--- src/rtl/staged_incr_chain_pkg.sv ---
`default_nettype none
// ============================================================================
// Module   : staged_incr_chain_pkg
// Purpose  : Shared types, defaults and the per-stage increment function for
//            the staged increment pipeline.
// Revision : 1.0 - initial release
// ============================================================================
package staged_incr_chain_pkg;

  localparam int WIDTH_DEF = 8;
  localparam int STEP_DEF  = 1;
  localparam int CNT_W_DEF = 16;

  // Widest word the increment helper can evaluate; one spare bit on top
  // catches the carry used by the saturating mode.
  localparam int MAX_W = 64;

  // Stage record {valid, data} at the default width.
  typedef struct packed {
    logic                 valid;
    logic [WIDTH_DEF-1:0] data;
  } stage_t;

  // One increment step on a width-bit word. Callers zero-extend x/step to
  // MAX_W and truncate the result back to their own width.
  function automatic logic [MAX_W:0] incr_step(
    input logic [MAX_W-1:0] x,
    input logic [MAX_W-1:0] step,
    input int               width,
    input logic             sat
  );
    logic [MAX_W:0] sum;
    logic [MAX_W:0] lim;
    sum = {1'b0, x} + {1'b0, step};
    lim = ((MAX_W+1)'(1) << width) - (MAX_W+1)'(1);
    if (sat) begin
      return (sum > lim) ? lim : sum;
    end
    return sum & lim;
  endfunction

endpackage : staged_incr_chain_pkg
`default_nettype wire

--- src/rtl/staged_incr_chain_stage.sv ---
`default_nettype none
// ============================================================================
// Module   : incr_stage
// Purpose  : One registered increment stage with valid/advance handshake.
//            The stage loads when it is empty or when the stage ahead moves.
// Revision : 1.0 - initial release
// ============================================================================
module incr_stage
  import staged_incr_chain_pkg::*;
#(
  parameter int WIDTH    = WIDTH_DEF,
  parameter int STEP     = STEP_DEF,
  parameter int SATURATE = 0
) (
  input  logic             clock,
  input  logic             reset,
  input  logic             i_up_valid,
  input  logic [WIDTH-1:0] i_up_data,
  input  logic             i_adv_next,
  output logic             o_adv,
  output logic             o_valid,
  output logic [WIDTH-1:0] o_data
);

  logic             r_valid;
  logic [WIDTH-1:0] r_data;
  logic [WIDTH-1:0] w_next_data;

  assign o_adv       = !r_valid || i_adv_next;
  assign w_next_data = WIDTH'(incr_step(MAX_W'(i_up_data), MAX_W'(STEP),
                                        WIDTH, (SATURATE != 0)));
  assign o_valid     = r_valid;
  assign o_data      = r_data;

  // Capture the upstream word when advancing; data holds across bubbles.
  always_ff @(posedge clock) begin
    if (reset) begin
      r_valid <= 1'b0;
      r_data  <= '0;
    end else if (o_adv) begin
      r_valid <= i_up_valid;
      if (i_up_valid) begin
        r_data <= w_next_data;
      end
    end
  end

endmodule : incr_stage
`default_nettype wire

--- src/rtl/staged_incr_chain.sv ---
`default_nettype none
// ============================================================================
// Module   : staged_incr_chain
// Purpose  : STAGES-deep pipeline of registered increment stages with
//            valid/ready at both ends, occupancy flag and completion counter.
// Revision : 1.0 - initial release
// ============================================================================
module staged_incr_chain
  import staged_incr_chain_pkg::*;
#(
  parameter int WIDTH    = WIDTH_DEF,
  parameter int STAGES   = 2,
  parameter int STEP     = STEP_DEF,
  parameter int SATURATE = 0,
  parameter int CNT_W    = CNT_W_DEF
) (
  input  logic             clock,
  input  logic             reset,
  input  logic             in_valid,
  output logic             in_ready,
  input  logic [WIDTH-1:0] in_data,
  output logic             out_valid,
  input  logic             out_ready,
  output logic [WIDTH-1:0] out_data,
  output logic             busy,
  output logic [CNT_W-1:0] done_count
);

  // Index 0 is the producer side; index i+1 is the output of stage i.
  logic [STAGES:0]            w_valid;
  logic [STAGES:0][WIDTH-1:0] w_data;
  // w_adv[i] is the advance of stage i; w_adv[STAGES] is the consumer.
  logic [STAGES:0]            w_adv;
  logic                       w_xfer;
  logic [CNT_W-1:0]           r_done_count;

  assign w_valid[0]     = in_valid;
  assign w_data[0]      = in_data;
  assign w_adv[STAGES]  = out_ready;

  for (genvar gi = 0; gi < STAGES; gi++) begin : g_stage
    incr_stage #(
      .WIDTH    (WIDTH),
      .STEP     (STEP),
      .SATURATE (SATURATE)
    ) u_stage (
      .clock      (clock),
      .reset      (reset),
      .i_up_valid (w_valid[gi]),
      .i_up_data  (w_data[gi]),
      .i_adv_next (w_adv[gi+1]),
      .o_adv      (w_adv[gi]),
      .o_valid    (w_valid[gi+1]),
      .o_data     (w_data[gi+1])
    );
  end

  // Stage 0 registers ignore the advance while in reset, so the producer
  // must not see a ready that would silently drop its word.
  assign in_ready   = w_adv[0] && !reset;
  assign out_valid  = w_valid[STAGES];
  assign out_data   = w_data[STAGES];
  assign busy       = |w_valid[STAGES:1];
  assign w_xfer     = out_valid && out_ready;
  assign done_count = r_done_count;

  // Count completed output transfers, wrapping naturally at 2**CNT_W.
  always_ff @(posedge clock) begin
    if (reset) begin
      r_done_count <= '0;
    end else if (w_xfer) begin
      r_done_count <= r_done_count + CNT_W'(1);
    end
  end

endmodule : staged_incr_chain
`default_nettype wire

--- config.mk ---
export PLATFORM = sky130hd
export DESIGN_NAME = staged_incr_chain
export DESIGN_NICKNAME = d
export VERILOG_FILES = /design/src/rtl/staged_incr_chain_pkg.sv /design/src/rtl/staged_incr_chain_stage.sv /design/src/rtl/staged_incr_chain.sv
export SDC_FILE = /design/constraint.sdc
export NUM_CORES = 1
export LEC_CHECK = 0
export ABC_AREA = 1
export ABC_CLOCK_PERIOD_IN_PS = 1400
export CORE_MARGIN = 5
export CORE_UTILIZATION = 30
export CTS_CLUSTER_SIZE = 40
export DETAILED_ROUTE_END_ITERATION = 16
export DONT_BUFFER_PORTS = 1
export GPL_ROUTABILITY_DRIVEN = 0
export GPL_TIMING_DRIVEN = 0
export PLACE_DENSITY = 0.48
export SYNTH_ARGS = -nofsm -noshare
export SYNTH_HDL_FRONTEND = slang
export SYNTH_SLANG_ARGS = --single-unit
--- constraint.sdc ---
create_clock -name clock -period 1.4 [get_ports clock]
set_input_delay 0.42 -clock clock [delete_from_list [all_inputs] [get_ports clock]]
set_output_delay 0.42 -clock clock [all_outputs]
set_load 0.01 [all_outputs]
==> impl_results.md <==
- Peak VDD IR: 0.3515 mV
- Final setup TNS: 0 ns
- Leakage: 0.7792 nW
- DRC: 0
- Req. time, crit path: roughly 1 ns
- Worst Tran Pin Value: approximately 0.47 ns
- Layout cells sized above 1: between 15 and 20%
- Ratio of final minimum period to clock period: between 90 and 100%
- Largest family of logic cells by synthesized area: simple AND/OR/NAND/NOR gates
- Crit path kind: reg2out
- Die area: slightly below 7000 um^2
- Vias: 1354
- Clock-pin transition on the worst setup and hold timing paths: 0.07 ns
- Worst hold path class: in2reg
- CTS sink cnt: 34
- Relative max-transition margin: 68.74%
- Avg Inst Size Synth: 7.501 um^2
- Post-synthesis simple-gate area fraction: roughly 28%
- Vias/cell: 4.605
- Layout area overhead: 17.14%
- # port buffers: 0
- Worst-Skew Late Latency: roughly 0.29 ns
- Largest net degree at the start of global routing: 12
- Post-synth top area share: 42.20%
- Worst r2r src: done_count[0]$_SDFFE_PP0P_
- Reg2reg end: done_count[8]$_SDFFE_PP0P_
- Post-Syn Nets: 230
- Final Instance Area: 1889 um^2
- CTS Root Cell: clkbuf_8
- Total congestion overflow: 0
- Post-route ant nets: 0
- Pwr Total: between 0.002 and 0.0025 W
- Yosys reg bits: 34
- Diode count: 0
- Core footprint: just over 5000 um^2
- CTS Hold Bufs: 0
- Final WL: 3549 um
- Ports: 39
- GRT Overall Usage: 10.76%
- Nets@finish: between 200 and 250
- Die height: ~83 um
- Post-Syn Area: 1613 um^2
- Synth Area in Adders: 2.327%
- CTS tree: done
- Longest Clk Path Bufs: 2
- Synth Instances: 215
- CP Launch Type: flip-flop
- Worst Reg-to-Reg Cells: 8
- Cell variety after synth: 28
- Worst setup EP type: output pin
- Initial Util: 31.18%
- Mux share of post-synthesis cell area: 0%
- Final WS setup: roughly 0.059 ns
- WP data arrival: 0.92 ns
- Area after DPL: 1700 um^2
- Fill cells: 578
- Initial antenna violation count: 0
- Hold Vio Cnt, Final: 0
- Max_cap viols: 0
- Complex-gate fraction of the synthesized area: between 10% and 20%
- Cell taking the most area after synthesis: dfxtp_1
- Area contributors post-synth: dfxtp_1, nor2_1, nand2_1
- Sequential share of the synthesized area: 42.20%
- H-Tree Depth: 2
- Routed len/inst: around 12 um
- Yosys warnings: 0
- Drt first pass iters: 4
- Max-slew violations: 0
- Initial drt markers: 52
- Critical Path End: in_ready
- Pre-CTS WS: -0.2418 ns
- DIE WIDTH: 83.32 um
- # rows: 26
- Critical Path Fanout Max: 5
- Vias in the first global route: approximately 1.3k
- First-pass GRT wire length: about 6000 um
- Xor/xnor share of the synthesized area: 5.431%
- Pwr Density: 1114 nW/um^2
- Status: finished clean
- Post-DP HPWL: around 2700 um
- Minimum clock period: roughly 1.3 ns
- # setup viols final: 0
- F_max: 745.7 MHz
- Skew final: 0.009610 ns
- R2R Setup Slk: 0.07 ns
- Inserted Clock Buffers: 5
- CP startpoint: g_stage[1].u_stage.o_valid$_SDFFE_PP0P_
-- sequential cells by signal, summed over array words and instances, names as in the netlist --
signal	count
g_stage.u_stage.o_data	16
done_count	16
g_stage.u_stage.o_valid	2
-- layout make-up --
cell class | instances | area (um^2) | share of cell area [%]
Buffer | 5 | 30.03 | 1.589
Tap cell | 70 | 87.58 | 4.636
Inverter | 23 | 86.33 | 4.570
Clock buffer | 5 | 68.82 | 3.642
Timing Repair Buffer | 1 | 7.507 | 0.3974
Multi-Input combinational cell | 153 | 872.1 | 46.16
Sequential cell | 34 | 696.9 | 36.89
Clock inverter | 3 | 40.04 | 2.119
-- worst max-delay path, cell delays in order, from the launching register on --
cell     delay [ns]
dfxtp_4        0.41
nand3_4        0.10
nand2_1        0.09
inv_2          0.05
-- per-layer routing --
metal	GRT usage (%)	share of wire [%]	up-vias
met2	16.69	43	34
met1	12.96	48	600
met3	4.653	7.0	5
met4	4.458	1.7	0
met5	0	0	-
li1	-	-	715
-- report_power, final --
group / switching, W / internal, W
clock: 0.000367 / 0.000524
sequential: 0.0000508 / 0.00101
combinational: 0.0000924 / 0.0000646
total: 0.000510 / 0.00159
-- stage by stage --
step	hold slack, ns	utilization, %	cells
floorplan	0.4475	-	215
global placement	0.4739	32.87	285
detailed placement	0.4937	32.87	285
CTS	0.2098	35.22	293
global route	0.2062	36.53	294
finish	0.2213	36.53	294
-- placed cells by master (no fill, tap or decap), types with 5 or more instances in the layout --
cell,netlist,final
nand2_2,1,6
nand2_1,30,25
clkbuf_8,0,5
o21ai_0,9,9
o21ai_1,12,12
nand3_1,12,11
nor2_1,36,35
a21oi_1,22,22
dfxtp_1,34,27
inv_1,20,19
xor2_1,8,8
-- synth_stat cells --
cell	n
nor2_1	36
dfxtp_1	34
nand2_1	30
a21oi_1	22
inv_1	20
nand3_1	12
o21ai_1	12
o21ai_0	9
xor2_1	8
clkbuf_1	3
ha_1	3
inv_2	3
buf_4	2
nand3_4	2
nand4_1	2
nor2_4	2
nor3_1	2
o21a_1	2
xnor2_1	2
a31oi_1	1
and3_1	1
nand2_2	1
nand2_4	1
nor2_2	1
nor2_8	1
nor3b_1	1
nor4_1	1
or2_2	1
-- worst min path at each step --
| stage | startpoint | cells after the start | endpoint | slack [ns] |
|---|---|---|---|---|
| after floorplan | g_stage[0].u_stage.o_data[0]$_SDFFE_PP0P_ | 1 | g_stage[1].u_stage.o_data[0]$_SDFFE_PP0P_ | 0.45 |
| after global placement | g_stage[0].u_stage.o_data[0]$_SDFFE_PP0P_ | 1 | g_stage[1].u_stage.o_data[0]$_SDFFE_PP0P_ | 0.47 |
| after detailed placement | g_stage[0].u_stage.o_data[0]$_SDFFE_PP0P_ | 1 | g_stage[1].u_stage.o_data[0]$_SDFFE_PP0P_ | 0.49 |
| after CTS | in_data[0] | 1 | g_stage[0].u_stage.o_data[0]$_SDFFE_PP0P_ | 0.21 |
| after global routing | in_data[0] | 1 | g_stage[0].u_stage.o_data[0]$_SDFFE_PP0P_ | 0.21 |
| final | in_data[0] | 1 | g_stage[0].u_stage.o_data[0]$_SDFFE_PP0P_ | 0.22 |
-- what timing repair did --
| item | in CTS | in global routing |
|---|---|---|
| buffers inserted | 0 | 1 |
| pin swaps | 0 | 3 |
| endpoints found under the setup margin | 7 | 9 |
| gates resized for setup | 7 | 21 |
-- logic make-up after synthesis --
| logic type | Yosys count |
|---|---|
| AOI/OAI and AO/OA | 46 |
| xor gates and xnor gates | 10 |
| adders and majority gates | 3 |
| buffers and inverters | 28 |
| DFF | 34 |
| and+or+nand+nor | 94 |
Power figures use the tool's default switching activity.
